`config.mk`:
```
export PLATFORM = sky130hd
export DESIGN_NAME = fft_frame_feeder
export DESIGN_NICKNAME = d
export VERILOG_FILES = /design/src/rtl/fft_frame_feeder.sv
export SDC_FILE = /design/constraint.sdc
export NUM_CORES = 2
export LEC_CHECK = 0
export CORE_MARGIN = 5
export CORE_UTILIZATION = 30
export CTS_BUF_LIST = sky130_fd_sc_hd__clkbuf_8
export DETAILED_ROUTE_END_ITERATION = 7
export PLACE_DENSITY = 0.47
export SETUP_SLACK_MARGIN = 0.05
export SLEW_MARGIN = 20
export SYNTH_ARGS = -nofsm -noshare
export SYNTH_HDL_FRONTEND = slang
export SYNTH_SLANG_ARGS = --single-unit
```
`constraint.sdc`:
```
create_clock -name clock_50 -period 8.54 [get_ports clock_50]
set_input_delay 1.708 -clock clock_50 [delete_from_list [all_inputs] [get_ports clock_50]]
set_output_delay 1.708 -clock clock_50 [all_outputs]
set_load 0.005 [all_outputs]
```
`src/rtl/fft_frame_feeder.sv`:
```
// Ping-pong frame buffer between the audio sample stream and the FFT core.
// Two FRAME_LEN banks: the writer fills one while the reader streams the other with sop/eop framing.
module fft_frame_feeder #(
    parameter int FRAME_LEN = 128,
    parameter int ADDR_W    = 7,
    parameter int DATA_W    = 16
) (
    input  logic              clock_50,
    input  logic              reset_n,
    input  logic              sample_valid,
    input  logic [DATA_W-1:0] sample_in,
    input  logic              fft_ready,
    output logic              fft_valid,
    output logic              fft_sop,
    output logic              fft_eop,
    output logic [DATA_W-1:0] data_out_real,
    output logic [DATA_W-1:0] data_out_imag,
    output logic              overflow,
    output logic [7:0]        frame_count
);

    typedef enum logic [1:0] {
        IDLE     = 2'd0,
        PREFETCH = 2'd1,
        STREAM   = 2'd2
    } state_t;

    localparam logic [ADDR_W-1:0] LAST_ADDR = ADDR_W'(FRAME_LEN - 1);
    localparam logic [ADDR_W-1:0] ADDR_ONE  = ADDR_W'(1);

    logic [DATA_W-1:0] mem [0:2*FRAME_LEN-1];
    logic [DATA_W-1:0] rd_data_q;

    state_t            state_q, state_d;
    logic [1:0]        bank_full_q, bank_full_d;
    logic              wr_bank_q, wr_bank_d;
    logic [ADDR_W-1:0] wr_addr_q, wr_addr_d;
    logic              overflow_q, overflow_d;
    logic              rd_bank_q, rd_bank_d;
    logic [ADDR_W-1:0] rd_addr_q, rd_addr_d;
    logic [7:0]        frame_count_q, frame_count_d;

    logic              wr_en;
    logic              set_full;
    logic              clr_full;
    logic              handshake;
    logic              last_beat;
    logic [ADDR_W-1:0] rd_ram_addr;

    // Write side decides on the registered bank_full, so a bank freed this cycle is only writable next cycle.
    always_comb begin
        wr_en      = sample_valid & ~bank_full_q[wr_bank_q];
        set_full   = 1'b0;
        wr_bank_d  = wr_bank_q;
        wr_addr_d  = wr_addr_q;
        overflow_d = overflow_q;
        if (sample_valid) begin
            if (bank_full_q[wr_bank_q]) begin
                overflow_d = 1'b1;
            end else if (wr_addr_q == LAST_ADDR) begin
                set_full  = 1'b1;
                wr_bank_d = ~wr_bank_q;
                wr_addr_d = '0;
            end else begin
                wr_addr_d = wr_addr_q + ADDR_ONE;
            end
        end
    end

    // Set and clear always target different banks, so both can apply together.
    always_comb begin
        bank_full_d = bank_full_q;
        if (set_full) begin
            bank_full_d[wr_bank_q] = 1'b1;
        end
        if (clr_full) begin
            bank_full_d[rd_bank_q] = 1'b0;
        end
    end

    assign fft_valid = (state_q == STREAM);
    assign handshake = fft_valid & fft_ready;
    assign last_beat = (rd_addr_q == LAST_ADDR);

    always_comb begin
        state_d       = state_q;
        rd_bank_d     = rd_bank_q;
        rd_addr_d     = rd_addr_q;
        frame_count_d = frame_count_q;
        clr_full      = 1'b0;
        rd_ram_addr   = rd_addr_q;
        case (state_q)
            IDLE: begin
                rd_ram_addr = '0;
                if (bank_full_q[rd_bank_q]) begin
                    state_d = PREFETCH;
                end
            end
            PREFETCH: begin
                rd_ram_addr = '0;
                state_d     = STREAM;
            end
            STREAM: begin
                // Without a handshake the current word is re-read, keeping the beat stable.
                if (handshake) begin
                    if (last_beat) begin
                        clr_full      = 1'b1;
                        rd_bank_d     = ~rd_bank_q;
                        rd_addr_d     = '0;
                        frame_count_d = frame_count_q + 8'd1;
                        state_d       = IDLE;
                    end else begin
                        rd_addr_d   = rd_addr_q + ADDR_ONE;
                        rd_ram_addr = rd_addr_q + ADDR_ONE;
                    end
                end
            end
            default: begin
                state_d = IDLE;
            end
        endcase
    end

    always_ff @(posedge clock_50) begin
        if (wr_en) begin
            mem[{wr_bank_q, wr_addr_q}] <= sample_in;
        end
        rd_data_q <= mem[{rd_bank_q, rd_ram_addr}];
    end

    always_ff @(posedge clock_50 or negedge reset_n) begin
        if (!reset_n) begin
            state_q       <= IDLE;
            bank_full_q   <= '0;
            wr_bank_q     <= 1'b0;
            wr_addr_q     <= '0;
            overflow_q    <= 1'b0;
            rd_bank_q     <= 1'b0;
            rd_addr_q     <= '0;
            frame_count_q <= '0;
        end else begin
            state_q       <= state_d;
            bank_full_q   <= bank_full_d;
            wr_bank_q     <= wr_bank_d;
            wr_addr_q     <= wr_addr_d;
            overflow_q    <= overflow_d;
            rd_bank_q     <= rd_bank_d;
            rd_addr_q     <= rd_addr_d;
            frame_count_q <= frame_count_d;
        end
    end

    // RAM output register has no reset, so data is gated to zero outside STREAM.
    assign data_out_real = fft_valid ? rd_data_q : '0;
    assign data_out_imag = '0;
    assign fft_sop       = fft_valid & (rd_addr_q == '0);
    assign fft_eop       = fft_valid & last_beat;
    assign overflow      = overflow_q;
    assign frame_count   = frame_count_q;

endmodule

```
==> Flow_metrics.wiki <==
{| class="wikitable"
! Metric !! Value
|-
| Max-cap violations || 0
|-
| Leakage power summed over all cells || 62.8 nW
|-
| Routed wirelength normalized by instance count || 32.2 um
|-
| Post-Synthesis Cell Area || 164000 um^2
|-
| Register bit total from synthesis || 4141
|-
| DPL Wire Length || 392000 um
|-
| Pin count of the biggest net entering global routing || 143
|-
| Clock sink total || 4141
|-
| Max Clock Skew || 0.155 ns
|-
| Maximum frequency from static timing analysis || 145 MHz
|-
| Setup repair after global routing missed its margin || no
|-
| Wire length of the first global-routing pass || 882000 um
|-
| Number of design rule violations left after detail routing || 0
|-
| Ranking of synthesized cells by area || sky130_fd_sc_hd__edfxtp_1, sky130_fd_sc_hd__nand2_1, sky130_fd_sc_hd__nand3_1
|-
| Number of max-slew violations in the final report || 0
|-
| Final Cycle Share || 0.808
|-
| Power Density || 213 nW/um^2
|-
| Share of the synthesized area in the top cell type || 0.752
|-
| Antenna-violating nets left || 0
|-
| Number of synthesized flops with an enable pin || 4096
|-
| Library cells used by synthesis || 84
|-
| Maximum count of clock buffers along a single path || 4
|-
| Chip width || 749 um
|-
| Post-detailed-routing wire length || 649000 um
|-
| Placer's final routability congestion estimate || 0.874
|-
| DP Area || 177000 um^2
|-
| Clock insertion delay at the later pin of the skew report || 1.38 ns
|-
| Final nets || 12311
|-
| Dominant cell by count in the synthesized netlist || sky130_fd_sc_hd__edfxtp_1
|-
| Number of antenna violations at the first check in global routing || 64
|-
| Highest-utilization routing layer at the global route stage || met2
|-
| Ys Warns || 0
|-
| Final min period || 6.90 ns
|-
| Startpoint-to-endpoint class of the critical path || register to register
|-
| Prevailing post-synth register cell || sky130_fd_sc_hd__edfxtp_1
|-
| Global routing usage on met2 || 0.344
|-
| Global route overflow || 0
|-
| IR drop worst, VDD || 163 uV
|-
| Final Hold Vio Count || 0
|-
| Number of placed I/O pins || 64
|-
| Post-CTS setup buffers || 0
|-
| Outcome || completed
|-
| Number of detailed-route iterations in the first pass || 5
|-
| Utilization of the core after routing || 0.348
|-
| Hold_buf cts || 0
|-
| Share of layout cells above drive strength 1 || 0.143
|-
| Final setup violation count || 0
|-
| Worst EP required || 9.73 ns
|-
| Clock-pin slew reported for the worst setup and hold paths after clock tree synthesis || 0.06 ns
|-
| Gates resized, CTS repair || 0
|-
| Leading post-synthesis cells by instance count || sky130_fd_sc_hd__edfxtp_1, sky130_fd_sc_hd__nand2_1, sky130_fd_sc_hd__nand3_1, sky130_fd_sc_hd__buf_2, sky130_fd_sc_hd__and3_1
|-
| Number of global-route vias before repair || 102015
|-
| Layout overhead on the synthesized area || 15.8%
|-
| Share of synthesized flip-flops with an asynchronous set or reset || 0.00700
|-
| Die ar. || 560000 um^2
|-
| Data arrival at the endpoint of the critical path || 8.10 ns
|-
| Vertical die dimension || 749 um
|-
| Area inside the core boundary || 544000 um^2
|-
| Largest area contributor in the synthesized netlist || sky130_fd_sc_hd__edfxtp_1
|-
| Min-delay worst type || register to register
|-
| Buffer type at the clock tree root || sky130_fd_sc_hd__clkbuf_8
|-
| TritonCTS buffer count || 709
|-
| CTS tree || yes
|-
| Drt first-iter violations || 14505
|-
| H-tree levels || 6
|-
| Pin slew with the least headroom to its limit || 1.47 ns
|-
| Initial Utilization || 0.301
|-
| Number of instances in the synthesized netlist || 11664
|-
| Critical Path Start Type || register
|-
| Met3 Resource Use GR || 0.0476
|-
| Post-route cell area || 190000 um^2
|-
| Global routing usage summed across all routing layers || 0.223
|-
| Kind of end point of the critical path || register
|-
| Mean area per synthesized cell || 14.0 um^2
|-
| Total vias in the final route || 108984
|-
| Number of placement rows || 271
|-
| Max-slew headroom at the worst pin || 0.0193
|-
| Number of fill cells || 52924
|-
| Sequential fraction of the synthesis area || 0.758
|-
| Vias per cell || 5.41
|-
| Hold slack final || 0.460 ns
|-
| Global-route track usage on met1 || 0.310
|-
| Number of I/O port buffers || 47
|-
| Top fanout value on the critical path || 47
|}
==> per-layer routing <==
| layer | share of wire | vias up |
|---|---|---|
| met5 | 0.00021 | - |
| met4 | 0.041 | 20 |
| li1 | - | 45404 |
| met2 | 0.45 | 5711 |
| met3 | 0.091 | 1106 |
| met1 | 0.42 | 56743 |
==> kinds of logic (layout without fill, tap and decap cells) <==
logic type,Yosys count,count (layout),share of synthesized area
AOI/OAI and AO/OA,1496,1496,0.0618
and+or+nand+nor,4837,4837,0.127
xor gates and xnor gates,17,17,0.000910
adders and majority gates,8,8,0.000612
DFF,4141,4141,0.758
muxes,352,352,0.0289
other,1,127,0.0000229
buffers and inverters,812,1951,0.0231
==> power by group <==
part	total, mW	internal (mW)	switching, mW	leakage (nW)
combinational	1.10	0.140	0.959	18.1
sequential	22.6	22.5	0.0554	37.3
clock	16.7	8.11	8.62	7.44
==> critical path, stage by stage (launching register included) <==
cell,delay (ns)
sky130_fd_sc_hd__dfrtp_1,0.75
sky130_fd_sc_hd__nand4_1,0.34
sky130_fd_sc_hd__nor2_1,0.48
sky130_fd_sc_hd__inv_1,0.17
sky130_fd_sc_hd__ha_1,0.31
sky130_fd_sc_hd__nand3b_1,0.19
sky130_fd_sc_hd__o211ai_1,0.54
sky130_fd_sc_hd__buf_12,0.27
sky130_fd_sc_hd__buf_12,0.26
sky130_fd_sc_hd__buf_12,0.28
sky130_fd_sc_hd__buf_4,0.40
sky130_fd_sc_hd__mux4_2,0.63
sky130_fd_sc_hd__a22oi_1,0.37
sky130_fd_sc_hd__nand4_1,0.26
sky130_fd_sc_hd__o22ai_1,1.02
sky130_fd_sc_hd__nand2_1,0.17
sky130_fd_sc_hd__o32a_1,0.20
==> cells in the final DEF, fill, tap and decap left out, drive strengths merged, types with 95 or more instances in the layout <==
| cell type | n |
|---|---|
| edfxtp | 4096 |
| nand2 | 3014 |
| nand3 | 851 |
| clkbuf | 726 |
| buf | 664 |
| and3 | 369 |
| a31oi | 367 |
| nor2 | 347 |
| a21oi | 327 |
| inv | 324 |
| mux2i | 248 |
| clkinv | 192 |
| a211oi | 148 |
| a311oi | 131 |
| diode | 111 |
| o22ai | 104 |
| mux4 | 95 |
==> layout make-up <==
cell class	count	area [um^2]	share of cell area
Antenna cell	111	278	0.00147
Tap cell	7234	9050	0.0477
Timing Repair Buffer	694	6400	0.0338
Multi-Input combinational cell	6726	37100	0.196
Sequential cell	4141	124000	0.654
Clock buffer	726	9990	0.0527
Clock inverter	520	2700	0.0143
Inverter	11	41.3	0.000218
==> flip-flops by register name (all words and copies together), names as in the netlist <==
register     cells
frame_count      8
bank_full_q      2
state_q          2
mem           4096
rd_data_q       16
wr_addr_q        7
rd_bank_q        1
rd_addr_q        7
overflow         1
wr_bank_q        1
==> through the flow <==
step	std cells	power, mW	setup WS [ns]	setup TNS [ns]
after floorplan	11679	23.2	4.38	0
after global placement	18797	24.1	-0.0259	-0.0259
after detailed placement	18805	24.1	1.03	0
after CTS	20051	40.6	1.86	0
after global routing	20130	41.6	1.60	0
final	20163	40.4	1.64	0
==> worst paths after layout <==
path / start / end / slack (ns) / cells past startpoint
setup reg to reg: rd_addr_q[2] / rd_data_q[6] / 1.64 / 16
setup / recovery: rd_addr_q[2] / rd_data_q[6] / 1.64 / 16
max in group asynchronous: reset_n / state_q[1] / 7.36 / 1
hold reg to reg: frame_count[7] / frame_count[7] / 0.46 / 1
hold / removal: frame_count[7] / frame_count[7] / 0.46 / 1
min in group asynchronous: reset_n / wr_addr_q[3] / 0.47 / 1
No activity file was read; power rests on OpenSTA's default activity.
